## src/rtl/game_pkg.sv

```systemverilog
// Shared constants and type definitions for the snake/Tron game sequencer.
package game_pkg;

  typedef enum logic [2:0] {
    StIdle  = 3'd0,
    StClear = 3'd1,
    StRun   = 3'd2,
    StStep  = 3'd3,
    StCheck = 3'd4,
    StDead  = 3'd5
  } game_state_e;

  typedef enum logic [4:0] {
    DirUp    = 5'b00010,
    DirLeft  = 5'b00100,
    DirDown  = 5'b01000,
    DirRight = 5'b10000
  } dir_e;

  localparam int unsigned DefMaxSize  = 127;
  localparam int unsigned DefInitSize = 1;
  localparam int unsigned BorderW     = 10;
  localparam int unsigned CellSize    = 10;

endpackage

```

## src/rtl/game_ctrl_if.sv

```systemverilog
// Command/status bundle between the game sequencer and the rest of the game datapath.
interface game_ctrl_if #(
  parameter int unsigned SIZE_W = 7
);

  logic              start;
  logic              step_tick;
  logic              frame_end;
  logic              hit_lethal;
  logic              hit_apple;
  logic              apple_ack;
  logic              snake_clear;
  logic              snake_step;
  logic              snake_grow;
  logic [SIZE_W-1:0] size;
  logic              apple_req;
  logic [7:0]        score;
  logic              game_over;
  logic              flash;
  logic [2:0]        state;

  modport master (
    input  start, step_tick, frame_end, hit_lethal, hit_apple, apple_ack,
    output snake_clear, snake_step, snake_grow, size, apple_req, score, game_over, flash, state
  );

  modport slave (
    output start, step_tick, frame_end, hit_lethal, hit_apple, apple_ack,
    input  snake_clear, snake_step, snake_grow, size, apple_req, score, game_over, flash, state
  );

endinterface

```

## src/rtl/dead_timer.sv

```systemverilog
// Counts frames after death and blinks flash every FLASH_DIV frames until DEAD_FRAMES elapse.
module dead_timer #(
  parameter int unsigned DEAD_FRAMES = 120,
  parameter int unsigned FLASH_DIV   = 8
) (
  input  logic clk,
  input  logic rst,
  input  logic en,
  input  logic frame_end,
  output logic flash
);

  localparam int unsigned CntW = $clog2(DEAD_FRAMES + 1);
  localparam int unsigned DivW = $clog2(FLASH_DIV + 1);

  logic [CntW-1:0] frame_cnt_q;
  logic [DivW-1:0] div_cnt_q;
  logic            flash_q;
  logic            done;

  assign done  = (frame_cnt_q == CntW'(DEAD_FRAMES));
  assign flash = flash_q;

  always_ff @(posedge clk or posedge rst) begin
    if (rst) begin
      frame_cnt_q <= '0;
      div_cnt_q   <= '0;
      flash_q     <= 1'b0;
    end else if (!en) begin
      frame_cnt_q <= '0;
      div_cnt_q   <= '0;
      flash_q     <= 1'b0;
    end else if (frame_end && !done) begin
      frame_cnt_q <= frame_cnt_q + 1'b1;
      // Last counted frame forces the blink off for good.
      if (frame_cnt_q == CntW'(DEAD_FRAMES - 1)) begin
        flash_q <= 1'b0;
      end else if (div_cnt_q == DivW'(FLASH_DIV - 1)) begin
        div_cnt_q <= '0;
        flash_q   <= ~flash_q;
      end else begin
        div_cnt_q <= div_cnt_q + 1'b1;
      end
    end
  end

endmodule

```

## src/rtl/game_ctrl.sv

```systemverilog
// Game sequencer: idle/clear/run/step/check/dead FSM, snake body commands and apple handshake.
module game_ctrl
  import game_pkg::*;
#(
  parameter int unsigned MAX_SIZE    = DefMaxSize,
  parameter int unsigned INIT_SIZE   = DefInitSize,
  parameter int unsigned SIZE_W      = 7,
  parameter int unsigned DEAD_FRAMES = 120,
  parameter int unsigned FLASH_DIV   = 8
) (
  input logic         VGA_clk,
  input logic         reset,
  game_ctrl_if.master bus
);

  localparam logic [SIZE_W-1:0] MaxSizeC  = SIZE_W'(MAX_SIZE);
  localparam logic [SIZE_W-1:0] InitSizeC = SIZE_W'(INIT_SIZE);

  game_state_e       state_q;
  logic              lethal_seen_q;
  logic              apple_seen_q;
  logic              step_pend_q;
  logic              snake_clear_q;
  logic              snake_step_q;
  logic              snake_grow_q;
  logic              apple_req_q;
  logic              game_over_q;
  logic [SIZE_W-1:0] size_q;
  logic [7:0]        score_q;
  logic              dead_flash;

  always_ff @(posedge VGA_clk or posedge reset) begin
    if (reset) begin
      state_q       <= StIdle;
      lethal_seen_q <= 1'b0;
      apple_seen_q  <= 1'b0;
      step_pend_q   <= 1'b0;
      snake_clear_q <= 1'b0;
      snake_step_q  <= 1'b0;
      snake_grow_q  <= 1'b0;
      apple_req_q   <= 1'b0;
      game_over_q   <= 1'b0;
      size_q        <= InitSizeC;
      score_q       <= '0;
    end else begin
      snake_clear_q <= 1'b0;
      snake_step_q  <= 1'b0;
      snake_grow_q  <= 1'b0;
      game_over_q   <= 1'b0;

      if (apple_req_q && bus.apple_ack) apple_req_q <= 1'b0;

      if (state_q == StRun || state_q == StStep) begin
        lethal_seen_q <= lethal_seen_q | bus.hit_lethal;
        // Hits on the old apple position must not score while a new one is being placed.
        apple_seen_q  <= apple_seen_q | (bus.hit_apple & ~apple_req_q);
      end

      if (bus.step_tick && state_q != StIdle && state_q != StDead) step_pend_q <= 1'b1;

      if (state_q != StIdle && !bus.start) begin
        state_q       <= StIdle;
        apple_req_q   <= 1'b0;
        lethal_seen_q <= 1'b0;
        apple_seen_q  <= 1'b0;
        step_pend_q   <= 1'b0;
        size_q        <= InitSizeC;
      end else begin
        unique case (state_q)
          StIdle: begin
            size_q <= InitSizeC;
            if (bus.start) state_q <= StClear;
          end
          StClear: begin
            snake_clear_q <= 1'b1;
            score_q       <= '0;
            apple_req_q   <= 1'b1;
            lethal_seen_q <= 1'b0;
            apple_seen_q  <= 1'b0;
            step_pend_q   <= 1'b0;
            state_q       <= StRun;
          end
          StRun: begin
            if (bus.frame_end) state_q <= StCheck;
          end
          StCheck: begin
            lethal_seen_q <= 1'b0;
            apple_seen_q  <= 1'b0;
            if (lethal_seen_q) begin
              state_q     <= StDead;
              game_over_q <= 1'b1;
              step_pend_q <= 1'b0;
            end else begin
              if (apple_seen_q && !apple_req_q) begin
                if (score_q != 8'hFF) score_q <= score_q + 1'b1;
                apple_req_q <= 1'b1;
                if (size_q < MaxSizeC) begin
                  size_q       <= size_q + 1'b1;
                  snake_grow_q <= 1'b1;
                end
              end
              state_q <= step_pend_q ? StStep : StRun;
            end
          end
          StStep: begin
            snake_step_q <= 1'b1;
            // A tick arriving while the pending step is served becomes the next pending step.
            step_pend_q  <= bus.step_tick;
            state_q      <= StRun;
          end
          StDead: begin
            game_over_q <= 1'b1;
          end
          default: state_q <= StIdle;
        endcase
      end
    end
  end

  dead_timer #(
    .DEAD_FRAMES(DEAD_FRAMES),
    .FLASH_DIV  (FLASH_DIV)
  ) u_dead_timer (
    .clk      (VGA_clk),
    .rst      (reset),
    .en       (state_q == StDead),
    .frame_end(bus.frame_end),
    .flash    (dead_flash)
  );

  assign bus.snake_clear = snake_clear_q;
  assign bus.snake_step  = snake_step_q;
  assign bus.snake_grow  = snake_grow_q;
  assign bus.size        = size_q;
  assign bus.apple_req   = apple_req_q;
  assign bus.score       = score_q;
  assign bus.game_over   = game_over_q;
  assign bus.flash       = dead_flash;
  assign bus.state       = state_q;

endmodule
```

## src/flat_wrapper.sv

```systemverilog
// flat-port wrapper written by rule: the top's interface ports become plain ports
module game_ctrl_flat import game_pkg::*;
#(
  parameter int unsigned MAX_SIZE    = DefMaxSize,
  parameter int unsigned INIT_SIZE   = DefInitSize,
  parameter int unsigned SIZE_W      = 7,
  parameter int unsigned DEAD_FRAMES = 120,
  parameter int unsigned FLASH_DIV   = 8
)
  (VGA_clk, reset, bus_start, bus_step_tick, bus_frame_end, bus_hit_lethal, bus_hit_apple, bus_apple_ack, bus_snake_clear, bus_snake_step, bus_snake_grow, bus_size, bus_apple_req, bus_score, bus_game_over, bus_flash, bus_state);
  game_ctrl_if #(.SIZE_W(SIZE_W)) bus_i ();
  input logic VGA_clk;
  input logic reset;
  input wire logic [$bits(bus_i.start)-1:0] bus_start;
  input wire logic [$bits(bus_i.step_tick)-1:0] bus_step_tick;
  input wire logic [$bits(bus_i.frame_end)-1:0] bus_frame_end;
  input wire logic [$bits(bus_i.hit_lethal)-1:0] bus_hit_lethal;
  input wire logic [$bits(bus_i.hit_apple)-1:0] bus_hit_apple;
  input wire logic [$bits(bus_i.apple_ack)-1:0] bus_apple_ack;
  output wire logic [$bits(bus_i.snake_clear)-1:0] bus_snake_clear;
  output wire logic [$bits(bus_i.snake_step)-1:0] bus_snake_step;
  output wire logic [$bits(bus_i.snake_grow)-1:0] bus_snake_grow;
  output wire logic [$bits(bus_i.size)-1:0] bus_size;
  output wire logic [$bits(bus_i.apple_req)-1:0] bus_apple_req;
  output wire logic [$bits(bus_i.score)-1:0] bus_score;
  output wire logic [$bits(bus_i.game_over)-1:0] bus_game_over;
  output wire logic [$bits(bus_i.flash)-1:0] bus_flash;
  output wire logic [$bits(bus_i.state)-1:0] bus_state;
  assign bus_i.start = bus_start;
  assign bus_i.step_tick = bus_step_tick;
  assign bus_i.frame_end = bus_frame_end;
  assign bus_i.hit_lethal = bus_hit_lethal;
  assign bus_i.hit_apple = bus_hit_apple;
  assign bus_i.apple_ack = bus_apple_ack;
  assign bus_snake_clear = bus_i.snake_clear;
  assign bus_snake_step = bus_i.snake_step;
  assign bus_snake_grow = bus_i.snake_grow;
  assign bus_size = bus_i.size;
  assign bus_apple_req = bus_i.apple_req;
  assign bus_score = bus_i.score;
  assign bus_game_over = bus_i.game_over;
  assign bus_flash = bus_i.flash;
  assign bus_state = bus_i.state;
  game_ctrl #(.MAX_SIZE(MAX_SIZE), .INIT_SIZE(INIT_SIZE), .SIZE_W(SIZE_W), .DEAD_FRAMES(DEAD_FRAMES), .FLASH_DIV(FLASH_DIV)) u_core (.VGA_clk(VGA_clk), .reset(reset), .bus(bus_i));
endmodule
```

## config.mk

```make
export PLATFORM = sky130hd
export DESIGN_NAME = game_ctrl_flat
export DESIGN_NICKNAME = d
export VERILOG_FILES = /design/src/rtl/game_pkg.sv /design/src/rtl/game_ctrl_if.sv /design/src/rtl/dead_timer.sv /design/src/rtl/game_ctrl.sv /design/src/flat_wrapper.sv
export SDC_FILE = /design/constraint.sdc
export NUM_CORES = 1
export LEC_CHECK = 0
export CORE_MARGIN = 2
export CORE_UTILIZATION = 42
export CTS_CLUSTER_DIAMETER = 80
export CTS_CLUSTER_SIZE = 24
export DETAILED_ROUTE_END_ITERATION = 8
export GPL_ROUTABILITY_DRIVEN = 0
export GPL_TIMING_DRIVEN = 0
export PLACE_DENSITY = 0.64
export SLEW_MARGIN = 10
export SYNTH_ARGS = -nofsm -noshare
export SYNTH_HDL_FRONTEND = slang
export SYNTH_SLANG_ARGS = --single-unit
export TNS_END_PERCENT = 100
```

## constraint.sdc

```tcl
create_clock -name VGA_clk -period 2.6 [get_ports VGA_clk]
set_clock_uncertainty 0.1 [all_clocks]
set_input_delay 0.26 -clock VGA_clk [delete_from_list [all_inputs] [get_ports VGA_clk]]
set_output_delay 0.26 -clock VGA_clk [all_outputs]
set_load 0.005 [all_outputs]
```

# Word level (Yosys, flattened, before mapping)
# Index checks and enable logic that the tools add are counted.
[word_totals]
ff_bits = 38
input_bits = 8
out_inout_bits = 24
wordCells = 121
[classes]
addsub = 4
n_lt_le_gt_ge = 1
eq_ne = 22
n_mux = 52
bitwise_logic = 6
n_reduce_logical = 22
[op_table]
columns = ["operator", "count"]
rows = [
  ["7-bit 2-to-1 mux", 6],
  ["1-bit 2-to-1 mux", 29],
  ["8-bit 2-to-1 mux", 3],
  ["4-bit 2-to-1 mux", 4],
  ["8-bit one-hot mux with 2 select lines", 1],
  ["3-bit one-hot mux with 5 select lines", 1],
  ["7-bit by 1-bit adder with 7-bit output, second input constant", 2],
  ["7-bit == test, second input constant", 2],
  ["7-bit one-hot mux with 2 select lines", 1],
  ["3-bit 2-to-1 mux", 4],
  ["3-bit by 1-bit != test with 1-bit output, second input constant", 3],
  ["3-bit != test, second input constant", 3],
  ["3-bit nonzero test", 3],
  ["8-bit by 1-bit adder with 8-bit output, second input constant", 1],
  ["2-bit by 1-bit != test with 1-bit output, second input constant", 4],
  ["8-bit != test, second input constant", 1],
  ["7-bit < comparator, second input constant", 1],
  ["3-bit by 2-bit == test with 1-bit output, second input constant", 2],
  ["3-bit == test, second input constant", 2],
  ["1-bit logical AND", 6],
  ["5-bit AND reduction", 1],
  ["4-bit by 1-bit adder with 4-bit output, second input constant", 1],
  ["4-bit by 3-bit == test with 1-bit output, second input constant", 1],
  ["2-bit != test, second input constant", 2],
  ["other kinds (15)", 23],
]

# Depth between registers and ports, before layout
# Gate-level depths: netlist of run 1.
[depth]
ltp_word = 7
depth_mapped = 6
ltp_nobuf = 6

# Modules after synthesis
# From an unflattened synthesis of run 1, not the netlist that was laid out.
[hier_totals]
cells_unflattened = 228
area_unflattened_um2 = 2173.3
[modules_own_cells]
columns = ["mod", "instances", "cells_per_inst", "area_each_um2", "seq_area_each_um2"]
rows = [
  ["game_ctrl", 1, 158, 1458.9, 651.9],
  ["dead_timer", 1, 70, 714.4, 300.3],
]

# Least setup slack after synthesis of run 1
# OpenSTA, ideal clock, no wires.
[synth_path]
path_type = "reg-to-reg"
startpoint = "register u_core.u_dead_timer.frame_cnt_q[0]"
endpoint = "register u_core.u_dead_timer.flash_q, in the netlist u_core.u_dead_timer.flash"
setup_ns = 0.078
t_arrival_ns = 1.629
required_ns = 2.422
path_slack_ns = 0.793
stages_incl_launch_ff = 7
n_path_buf = 0
period_less_slack_ns = 1.807
path_cell_list = "dfrtp_1 -> inv_1 -> ha_1 -> nand3b_1 -> o21ai_0 -> or4b_2 -> a21oi_1"
[synth_via]
elab_chain_cells = 5
elab_cells_between_ends = 10
cone_classes = "eq/ne: 4; mux: 3; reduce/logical: 3"
[synth_rtl]
columns = ["item", "line_no", "rtl"]
rows = [
  ["from (decl)", "dead_timer.sv:16", "logic [CntW-1:0] frame_cnt_q;"],
  ["from (signal assigned)", "dead_timer.sv:34", "frame_cnt_q <= frame_cnt_q + 1'b1;"],
  ["7-bit == test", "dead_timer.sv:21", "assign done = (frame_cnt_q == CntW'(DEAD_FRAMES));"],
  ["1-bit logical NOT", "dead_timer.sv:33", "end else if (frame_end && !done) begin"],
  ["1-bit logical AND", "dead_timer.sv:33", ""],
  ["2-bit by 1-bit != test with 1-bit output (no line)", "--", ""],
  ["2-bit AND reduction (no line)", "--", ""],
  ["to (signal assigned)", "dead_timer.sv:40", "flash_q <= ~flash_q;"],
  ["to (decl)", "dead_timer.sv:18", "logic flash_q;"],
]
# Parallel ways exist; a longest one is shown, timed or not. The select of a mux whose other input is x is not followed.
# A chain may end at the register's enable or synchronous reset.

# Worst setup path after layout of run 1
# Same ends and word-level chain as after synthesis.

==> results.sh, run 1 <==
export IMPL_wirelength_mm=4.458
export IMPL_synth_cell_types=60
export IMPL_r2r_end="u_core.u_dead_timer.flash$_DFFE_PP0P_"
export IMPL_criticalPathCategory="flop to flop"
export IMPL_syn_nets=228
export IMPL_first_global_vias=1600
export IMPL_placed_cells=313
export IMPL_cap_violations=0
export IMPL_pin_count=32
export IMPL_ys_seq_area_share_pct=44.71
export IMPL_fin_cells=321
export IMPL_drtPass1Iterations=4
export IMPL_drv_slew=0
export IMPL_min_period_ps=1967
export IMPL_cts_clk_slew_worst_paths_ps=70
export IMPL_clockBufferDepth=2
export IMPL_slew_headroom_pct=65.36
export IMPL_yosys_area_top_type="dfrtp_1"
export IMPL_cts_buffers=5
export IMPL_fp_row_count=25
export IMPL_die_width_um=75.21
export IMPL_cts_tree="built"
export IMPL_antenna_found_initial=0
export IMPL_power_mw=1.246
export IMPL_holdWs_ps=69.08
export IMPL_core_area_mm2=0.004817
export IMPL_grt_setup_unrepaired="no"
export IMPL_nets=266
export IMPL_synth_cells=215
export IMPL_rr_worst_depth=6
export IMPL_area_growth_pct=23.27
export IMPL_ant_nets=0
export IMPL_critPathLaunchType="flop"
export IMPL_regToRegSetupSlack_ps=630
export IMPL_gr_total_overflow=0
export IMPL_worst_slew_pin_slew_ps=514.1
export IMPL_setup_tns_ps=0
export IMPL_max_clock_freq_mhz=508.3
export IMPL_cp_startpoint="u_core.u_dead_timer.frame_cnt_q[0]$_DFFE_PP0P_"
export IMPL_initialDrtViolationCount=83
export IMPL_synth_warnings=0
export IMPL_synth_edf_count=0
export IMPL_n_fill_cell=501
export IMPL_num_vias=1791
export IMPL_synthTopCellsByArea="dfrtp_1 (43%), a21oi_1 (4.2%), o21ai_0 (3.3%), ha_1 (2.9%), nor2_1 (2.8%)"
export IMPL_wl_per_cell_um=13.89
export IMPL_clkLatencyLatePin_ps=300
export IMPL_drc=0
export IMPL_grt_total_usage_pct=17.50
export IMPL_cts_num_sinks=38
export IMPL_netlist_area_leader_share_pct=43.48
export IMPL_ys_flop_type="dfrtp_1"
export IMPL_drive_above_1_share_pct=14.57
export IMPL_die_h_um=75.21
export IMPL_utilization_pct=54.49
export IMPL_grt_max_degree=33
export IMPL_cts_repair_resized=0
export IMPL_layout_setup_ws_ps=632.7
export IMPL_p_leak_nw=1.057
export IMPL_arrival_ps=2080
export IMPL_multiInputGateArea_mm2=0.001082
export IMPL_setup_worst_path_end_class="flop"
export IMPL_cts_hold_buf=0
export IMPL_dp_hpwl_mm=3.132
export IMPL_crit_end="u_core.u_dead_timer.flash$_DFFE_PP0P_"
export IMPL_die_area_mm2=0.005656
export IMPL_h_tree_depth=2
export IMPL_ys_ff_latch=38
export IMPL_setup_violations=0
export IMPL_synth_avg_cell_area_um2=9.905
export IMPL_rr_startpoint="u_core.u_dead_timer.frame_cnt_q[0]$_DFFE_PP0P_"
export IMPL_io_buffers=30
export IMPL_grt_first_pass_wirelength_mm=7.438
export IMPL_critPathMaxFanout=4
export IMPL_pre_cts_ws_ps=416.1
export IMPL_hold_path_class="input port to asynchronous set/reset pin"
export IMPL_finalHoldViolations=0
export IMPL_required_ps=2710
export IMPL_vdd_ir_drop_max_uv=282.6
export IMPL_powerDensity_mw_per_mm2=474.6
export IMPL_fin_area_mm2=0.002625
export IMPL_post_cts_setup_buffer_count=0
export IMPL_status="completed"
export IMPL_min_period_over_period_pct=75.66
export IMPL_syn_cell_area_mm2=0.002130
export IMPL_regArea_um2=952.2
export IMPL_cts_root_buf="clkbuf_8"
export IMPL_postPlaceCellArea_mm2=0.002534
export IMPL_diodes=0
export IMPL_start_util_pct=44.21
export IMPL_async_flop_share_pct=100.0
export IMPL_via_per_inst=5.579
==> logic make-up after synthesis <==
group                    count (synthesis)  share of synthesized area, %
AND/OR/NAND/NOR                         85                         23.74
flip-flops                              38                         44.71
multiplexers                             4                         1.939
XOR/XNOR                                 4                         1.645
adder cells (fa/ha/maj)                  5                         2.938
buffers and inverters                   16                         4.465
AO/OA/AOI/OAI                           63                         20.56
==> worst min-delay path by stage <==
| stage | end | from |
|---|---|---|
| 4_1_cts | u_core.u_dead_timer.frame_cnt_q[0]$_DFFE_PP0P_ | reset |
| 3_3_place_gp | u_core.bus.size[0]$_DFFE_PP1P_ | u_core.bus.size[0]$_DFFE_PP1P_ |
| 5_1_grt | u_core.u_dead_timer.frame_cnt_q[0]$_DFFE_PP0P_ | reset |
| 6_report | u_core.u_dead_timer.frame_cnt_q[0]$_DFFE_PP0P_ | reset |
| 3_5_place_dp | u_core.u_dead_timer.frame_cnt_q[0]$_DFFE_PP0P_ | reset |
| 2_1_floorplan | u_core.apple_seen_q$_DFFE_PP0P_ | reset |
==> worst max-delay path: stages, from the launching register on <==
cell	delay (ps)
dfrtp_1	380
inv_1	80
ha_1	220
nand3b_1	100
o21ai_0	190
or4b_2	680
a21oi_1	150
==> where the power goes <==
group,switching (mW),total [mW],leakage [nW],internal (mW)
registers,0.0166,0.627,0.522,0.610
clock network,0.209,0.423,0.0482,0.214
logic,0.104,0.196,0.486,0.0918
total,0.330,1.25,1.06,0.916
==> Yosys cell counts (2+ instances only) <==
master	instances
a41oi_1	2
ha_1	5
nand3_1	6
and2_1	2
nand2_1	13
and3_1	4
nand3b_1	5
dfrtp_1	37
or3_1	3
o21a_1	2
nor2b_1	2
a31oi_1	7
xor2_1	3
nor3_1	6
o21ai_0	14
mux2i_1	3
o31ai_1	3
a211o_2	2
a21oi_1	18
clkbuf_1	5
and4_1	2
a22o_2	2
nor2_1	16
nor3b_1	4
and3_2	2
nand2b_1	2
or4_1	2
buf_6	3
nand4_1	5
inv_1	5
==> flip-flops by register name, summed over array words and instances (netlist names), 3 cells and up <==
register,cells
u_core.bus.state,3
u_core.bus.size,7
u_core.u_dead_timer.div_cnt_q,4
u_core.u_dead_timer.frame_cnt_q,7
u_core.bus.score,8
==> metal layers <==
layer / share of wire (%) / GRT usage [%]
met5: 0 / 0
met3: 4.6 / 4.016
met2: 45 / 25.93
met1: 49 / 24.58
met4: 1.5 / 7.602
==> area by class of cell <==
cell class	instances	share of cell area, %
well taps	67	3.194
inverters	5	0.7150
repair buffers	31	12.20
plain buffers	11	2.908
multi-input cells	161	41.23
clock buffers	7	3.289
flip-flops and latches	38	36.27
clock inverters	1	0.1907
==> layout by cell type, fill, tap and decap left out, types with 2 or more instances in the layout <==
cell,instances
and3_2,2
nand3_1,6
o31ai_1,3
buf_6,3
inv_1,4
nand4_1,5
o21a_1,2
a22o_2,2
clkdlybuf4s50_1,30
nor3_1,6
o21ai_0,14
nand2_1,13
nor3b_1,4
a41oi_1,2
a31oi_1,7
nand2b_1,2
nand3b_1,5
mux2i_1,3
and3_1,4
nor2b_1,2
or3_1,3
or4_1,2
dfrtp_1,37
a21oi_1,18
a211o_2,2
and4_1,2
clkbuf_8,6
ha_1,5
clkbuf_1,6
nor2_1,16
and2_1,2
xor2_1,3
No activity file was read; power rests on OpenSTA's default activity.
==> run 2: changes to the inputs <==
PLACE_DENSITY = 0.66   (was 0.64)
clock period = 1.7 ns   (was 2.6 ns; I/O delays follow)
==> results.sh, run 2 (synthesized netlist as in run 1, its figures left out) <==
export IMPL_via_per_inst=5.490
export IMPL_diodes=0
export IMPL_cts_buffers=5
export IMPL_drive_above_1_share_pct=30.00
export IMPL_drc=0
export IMPL_slowest_stage="or3b_4"
export IMPL_wl_per_cell_um=14.66
export IMPL_violations="negative setup slack"
export IMPL_vdd_ir_drop_max_uv=389.6
export IMPL_fp_row_count=25
export IMPL_p_comb_share_pct=17.8
export IMPL_grt_max_degree=39
export IMPL_min_period_over_period_pct=108.4
export IMPL_critPathLaunchType="flop"
export IMPL_area_growth_pct=36.02
export IMPL_pwr_share_seq_pct=48.3
export IMPL_grt_first_pass_wirelength_mm=8.031
export IMPL_p_switching_mw=0.5487
export IMPL_arrival_ps=1930
export IMPL_grt_total_usage_pct=18.60
export IMPL_dp_hpwl_mm=3.063
export IMPL_clock_power_share_pct=33.9
export IMPL_clockBufferDepth=2
export IMPL_ant_nets=0
export IMPL_required_ps=1790
export IMPL_regToRegSetupSlack_ps=-140
export IMPL_cts_num_sinks=38
export IMPL_crit_chain="or3b_4 -> a211oi_4 -> nor2_4 -> a221o_1"
export IMPL_finalHoldViolations=0
export IMPL_h_tree_depth=2
export IMPL_status="finished with violations"
export IMPL_holdWs_ps=93.79
export IMPL_io_buffers=30
export IMPL_use_met3_pct=4.552
export IMPL_drv_slew=0
export IMPL_layout_commonest_cell="dfrtp_1"
export IMPL_cap_violations=0
export IMPL_placed_cells=313
export IMPL_wirelength_mm=4.941
export IMPL_fin_cells=337
export IMPL_drtPass1Iterations=4
export IMPL_setup_worst_path_end_class="flop"
export IMPL_met1_usage_pct=26.23
export IMPL_max_stage_delay_ps=440
export IMPL_p_int_mw=1.437
export IMPL_cts_root_buf="clkbuf_8"
export IMPL_cts_tree="built"
export IMPL_critPathMaxFanout=6
export IMPL_num_vias=1850
export IMPL_nets=282
export IMPL_criticalPathCategory="flop to flop"
export IMPL_p_leak_nw=1.145
export IMPL_initialDrtViolationCount=77
export IMPL_die_h_um=75.21
export IMPL_layout_setup_ws_ps=-143.3
export IMPL_hold_path_class="input port to asynchronous set/reset pin"
export IMPL_slew_headroom_pct=69.82
export IMPL_setup_violations=11
export IMPL_sw_frac_of_total_pct=27.63
export IMPL_global_route_usage_met2_pct=28.07
export IMPL_clkLatencyLatePin_ps=300
export IMPL_core_area_mm2=0.004817
export IMPL_fin_area_mm2=0.002897
export IMPL_cts_clk_slew_worst_paths_ps=80
export IMPL_grt_setup_unrepaired="yes"
export IMPL_first_global_vias=1681
export IMPL_worst_slew_pin_slew_ps=451.8
export IMPL_postPlaceCellArea_mm2=0.002565
export IMPL_final_cell_mix="dfrtp_1 (32), clkdlybuf4s50_1 (29), nor2_1 (15), a21oi_1 (14), buf_4 (14)"
export IMPL_antenna_found_initial=0
export IMPL_largest_reg_flops=8
export IMPL_gr_total_overflow=0
export IMPL_pin_count=32
export IMPL_powerDensity_mw_per_mm2=685.7
export IMPL_max_clock_freq_mhz=542.5
export IMPL_start_util_pct=44.21
export IMPL_die_area_mm2=0.005656
export IMPL_die_width_um=75.21
export IMPL_min_period_ps=1843
export IMPL_grt_busiest_layer="met2"
[run 2: cell types whose count changed in the layout (fill, tap and decap cells not counted), sizes merged]
cell           delta
clkbuf            -1
clkdlybuf4s50     -1
dlymetal6s2s      +1
buf              +17
clkinvlp          +1
clkdlybuf4s15     -1
[run 2: power groups by stage]
stage	clock, mW	combinational (mW)	sequential, mW
global route	0.722	0.390	0.964
detailed placement	0	0.305	0.976
floorplan	0	0.205	0.973
global placement	0	0.297	0.976
finish	0.673	0.354	0.959
CTS	0.679	0.330	0.958
[run 2: cell type report]
class	count	area (µm²)
inverters	5	21.27
repair buffers	48	461.7
clock buffers	6	82.58
plain buffers	10	67.56
fillers	444	1921
multi-input cells	161	1209
flip-flops and latches	38	958.4
clock inverters	2	12.51
well taps	67	83.83
[run 2: layer usage]
layer  vias to the layer above  part of all wire [%]
met3                        11                   4.7
li1                        907                     -
met4                         0                   1.9
met2                        44                    46
met5                         -                     0
met1                       888                    48
[run 2: per-stage QoR]
stage / total power, mW / utilization (%) / setup slack, ps / setup TNS (ps)
2_1_floorplan: 1.178 / - / -21.95 / -21.95
4_1_cts: 1.967 / 56.96 / -116.2 / -682.9
5_1_grt: 2.076 / 60.13 / -187.4 / -1620
3_3_place_gp: 1.273 / 52.83 / -434.8 / -15990
3_5_place_dp: 1.281 / 53.25 / -416.6 / -4775
6_report: 1.986 / 60.13 / -143.3 / -764.0
[run 2: timing repair]
item	in CTS	in global routing
pin swaps	7	17
setup buffers	5	12
gates resized for setup	15	30
setup endpoints to repair	24	27
hold buffers	0	0
cloned	0	0
[run 2: worst max-delay path: cells and delay by family, from the launching register on]
kind | cells | cell delay, ps
flip-flops | 1 | 410
AND/OR/NAND/NOR | 2 | 540
AO/OA/AOI/OAI | 2 | 680
[run 2: path summary, 6_finish.rpt]
check,from,endpoint,cells past startpoint
max,u_core.lethal_seen_q$_DFFE_PP0P_,u_core.bus.score[3]$_DFFE_PP0P_,4
min,reset,u_core.bus.score[4]$_DFFE_PP0P_,3
max reg2reg,u_core.lethal_seen_q$_DFFE_PP0P_,u_core.bus.score[3]$_DFFE_PP0P_,4
min reg2reg,u_core.apple_seen_q$_DFFE_PP0P_,u_core.apple_seen_q$_DFFE_PP0P_,2
max in group asynchronous,reset,u_core.bus.size[0]$_DFFE_PP1P_,3
min in group VGA_clk,bus_frame_end,u_core.u_dead_timer.div_cnt_q[1]$_DFFE_PP0P_,3
==> run 3: changes to the inputs <==
GPL_TIMING_DRIVEN = default   (was 0)
PLACE_DENSITY = default   (was 0.66)
PLACE_DENSITY_LB_ADDON = 0.3   (was default)
==> results.sh, run 3 (synthesized netlist as in run 1, its figures left out) <==
export IMPL_status="finished with violations"
export IMPL_violations="negative setup slack"
export IMPL_drv_slew=0
export IMPL_start_util_pct=44.21
export IMPL_powerDensity_mw_per_mm2=694.2
export IMPL_vdd_ir_drop_max_uv=629.4
export IMPL_first_global_vias=1862
export IMPL_slew_headroom_pct=80.57
export IMPL_setup_tns_ps=-106.5
export IMPL_via_per_inst=5.372
export IMPL_cts_buffers=5
export IMPL_p_comb_share_pct=16.7
export IMPL_diodes=0
export IMPL_global_route_usage_met2_pct=31.97
export IMPL_grt_first_pass_wirelength_mm=8.100
export IMPL_final_cell_mix="buf_4 (41), dfrtp_1 (35), clkdlybuf4s50_1 (30), nor2_1 (16), a21oi_1 (15)"
export IMPL_hold_path_class="input port to asynchronous set/reset pin"
export IMPL_setup_worst_path_end_class="flop"
export IMPL_worst_slew_pin_slew_ps=289.0
export IMPL_utilization_pct=62.08
export IMPL_die_area_mm2=0.005656
export IMPL_use_met3_pct=3.347
export IMPL_die_width_um=75.21
export IMPL_max_clock_freq_mhz=576.1
export IMPL_h_tree_depth=2
export IMPL_setup_violations=6
export IMPL_initialDrtViolationCount=113
export IMPL_fin_cells=355
export IMPL_critPathMaxFanout=6
export IMPL_layout_setup_ws_ps=-35.73
export IMPL_pin_count=32
export IMPL_antenna_found_initial=0
export IMPL_p_switching_mw=0.5295
export IMPL_p_leak_nw=1.257
export IMPL_layout_commonest_cell="buf_4"
export IMPL_min_period_ps=1736
export IMPL_cap_violations=0
export IMPL_wirelength_mm=4.855
export IMPL_wl_per_cell_um=13.68
export IMPL_grt_max_degree=39
export IMPL_gr_total_overflow=0
export IMPL_fp_row_count=25
export IMPL_power_mw=2.076
export IMPL_fin_area_mm2=0.002990
export IMPL_largest_reg_flops=8
export IMPL_arrival_ps=1820
export IMPL_io_buffers=31
export IMPL_drc=0
export IMPL_met1_usage_pct=22.79
export IMPL_cts_clk_slew_worst_paths_ps=80
export IMPL_p_int_mw=1.546
export IMPL_drtPass1Iterations=4
export IMPL_min_period_over_period_pct=102.1
export IMPL_pre_cts_ws_ps=-175.7
export IMPL_ant_nets=0
export IMPL_clockBufferDepth=2
export IMPL_pwr_share_seq_pct=46.2
export IMPL_nets=300
export IMPL_sw_frac_of_total_pct=25.51
export IMPL_clkLatencyLatePin_ps=300
export IMPL_finalHoldViolations=0
export IMPL_placed_cells=341
export IMPL_grt_total_usage_pct=18.73
export IMPL_critPathLaunchType="flop"
export IMPL_required_ps=1780
export IMPL_postPlaceCellArea_mm2=0.002784
export IMPL_cts_tree="built"
export IMPL_num_vias=1907
export IMPL_cts_root_buf="clkbuf_8"
export IMPL_die_h_um=75.21
export IMPL_core_area_mm2=0.004817
export IMPL_holdWs_ps=104.7
export IMPL_cts_num_sinks=38
export IMPL_grt_setup_unrepaired="yes"
export IMPL_drive_above_1_share_pct=29.86
export IMPL_dp_hpwl_mm=3.453
export IMPL_grt_busiest_layer="met2"
export IMPL_criticalPathCategory="flop to flop"
export IMPL_area_growth_pct=40.42
export IMPL_clock_power_share_pct=37.1
==> run 3: worst paths after layout <==
path	start	endpoint	slack, ps	cells after the start
worst min-delay path	reset	u_core.u_dead_timer.frame_cnt_q[5]$_DFFE_PP0P_	100	3
worst max-delay path	u_core.bus.apple_req$_DFF_PP0_	u_core.bus.score[3]$_DFFE_PP0P_	-40	4
worst min register to register	u_core.bus.size[0]$_DFFE_PP1P_	u_core.bus.size[0]$_DFFE_PP1P_	410	1
worst max register to register	u_core.bus.apple_req$_DFF_PP0_	u_core.bus.score[3]$_DFFE_PP0P_	-40	4
min in group VGA_clk	u_core.bus.size[0]$_DFFE_PP1P_	u_core.bus.size[0]$_DFFE_PP1P_	410	1
max in group asynchronous	reset	u_core.bus.size[0]$_DFFE_PP1P_	1130	3
==> run 3: critical path, cell delays in order, from the launching register on <==
cell and delay, ps:
dfrtp_1 390, or3b_4 460, a211oi_4 270, nor2_4 90
a221o_1 320
==> run 3: power groups by stage <==
stage	registers (mW)	logic, mW	clock network (mW)
finish	0.958	0.348	0.770
global route	0.964	0.381	0.834
CTS	0.958	0.345	0.790
detailed placement	0.976	0.340	0
global placement	0.977	0.336	0
floorplan	0.973	0.205	0
==> run 3: layout make-up <==
type                            count  area (µm²)
Fill cell                         413        1827
Inverter                            5       18.77
Clock inverter                      3       40.04
Multi-Input combinational cell    161        1150
Sequential cell                    38       954.7
Clock buffer                        5       68.82
Timing Repair Buffer               76       674.4
Tap cell                           67       83.83
==> run 3: layer usage <==
layer	vias to the layer above	part of all wire, %
li1	946	-
met1	910	46
met2	41	49
met3	10	3.9
met4	0	2.0
met5	-	0
==> run 3: what timing repair did <==
item	4_1_cts	5_1_grt
resized for setup	6	11
pin swaps	1	6
setup buffers	2	4
setup endpoints to repair	6	17
hold buffers	0	0
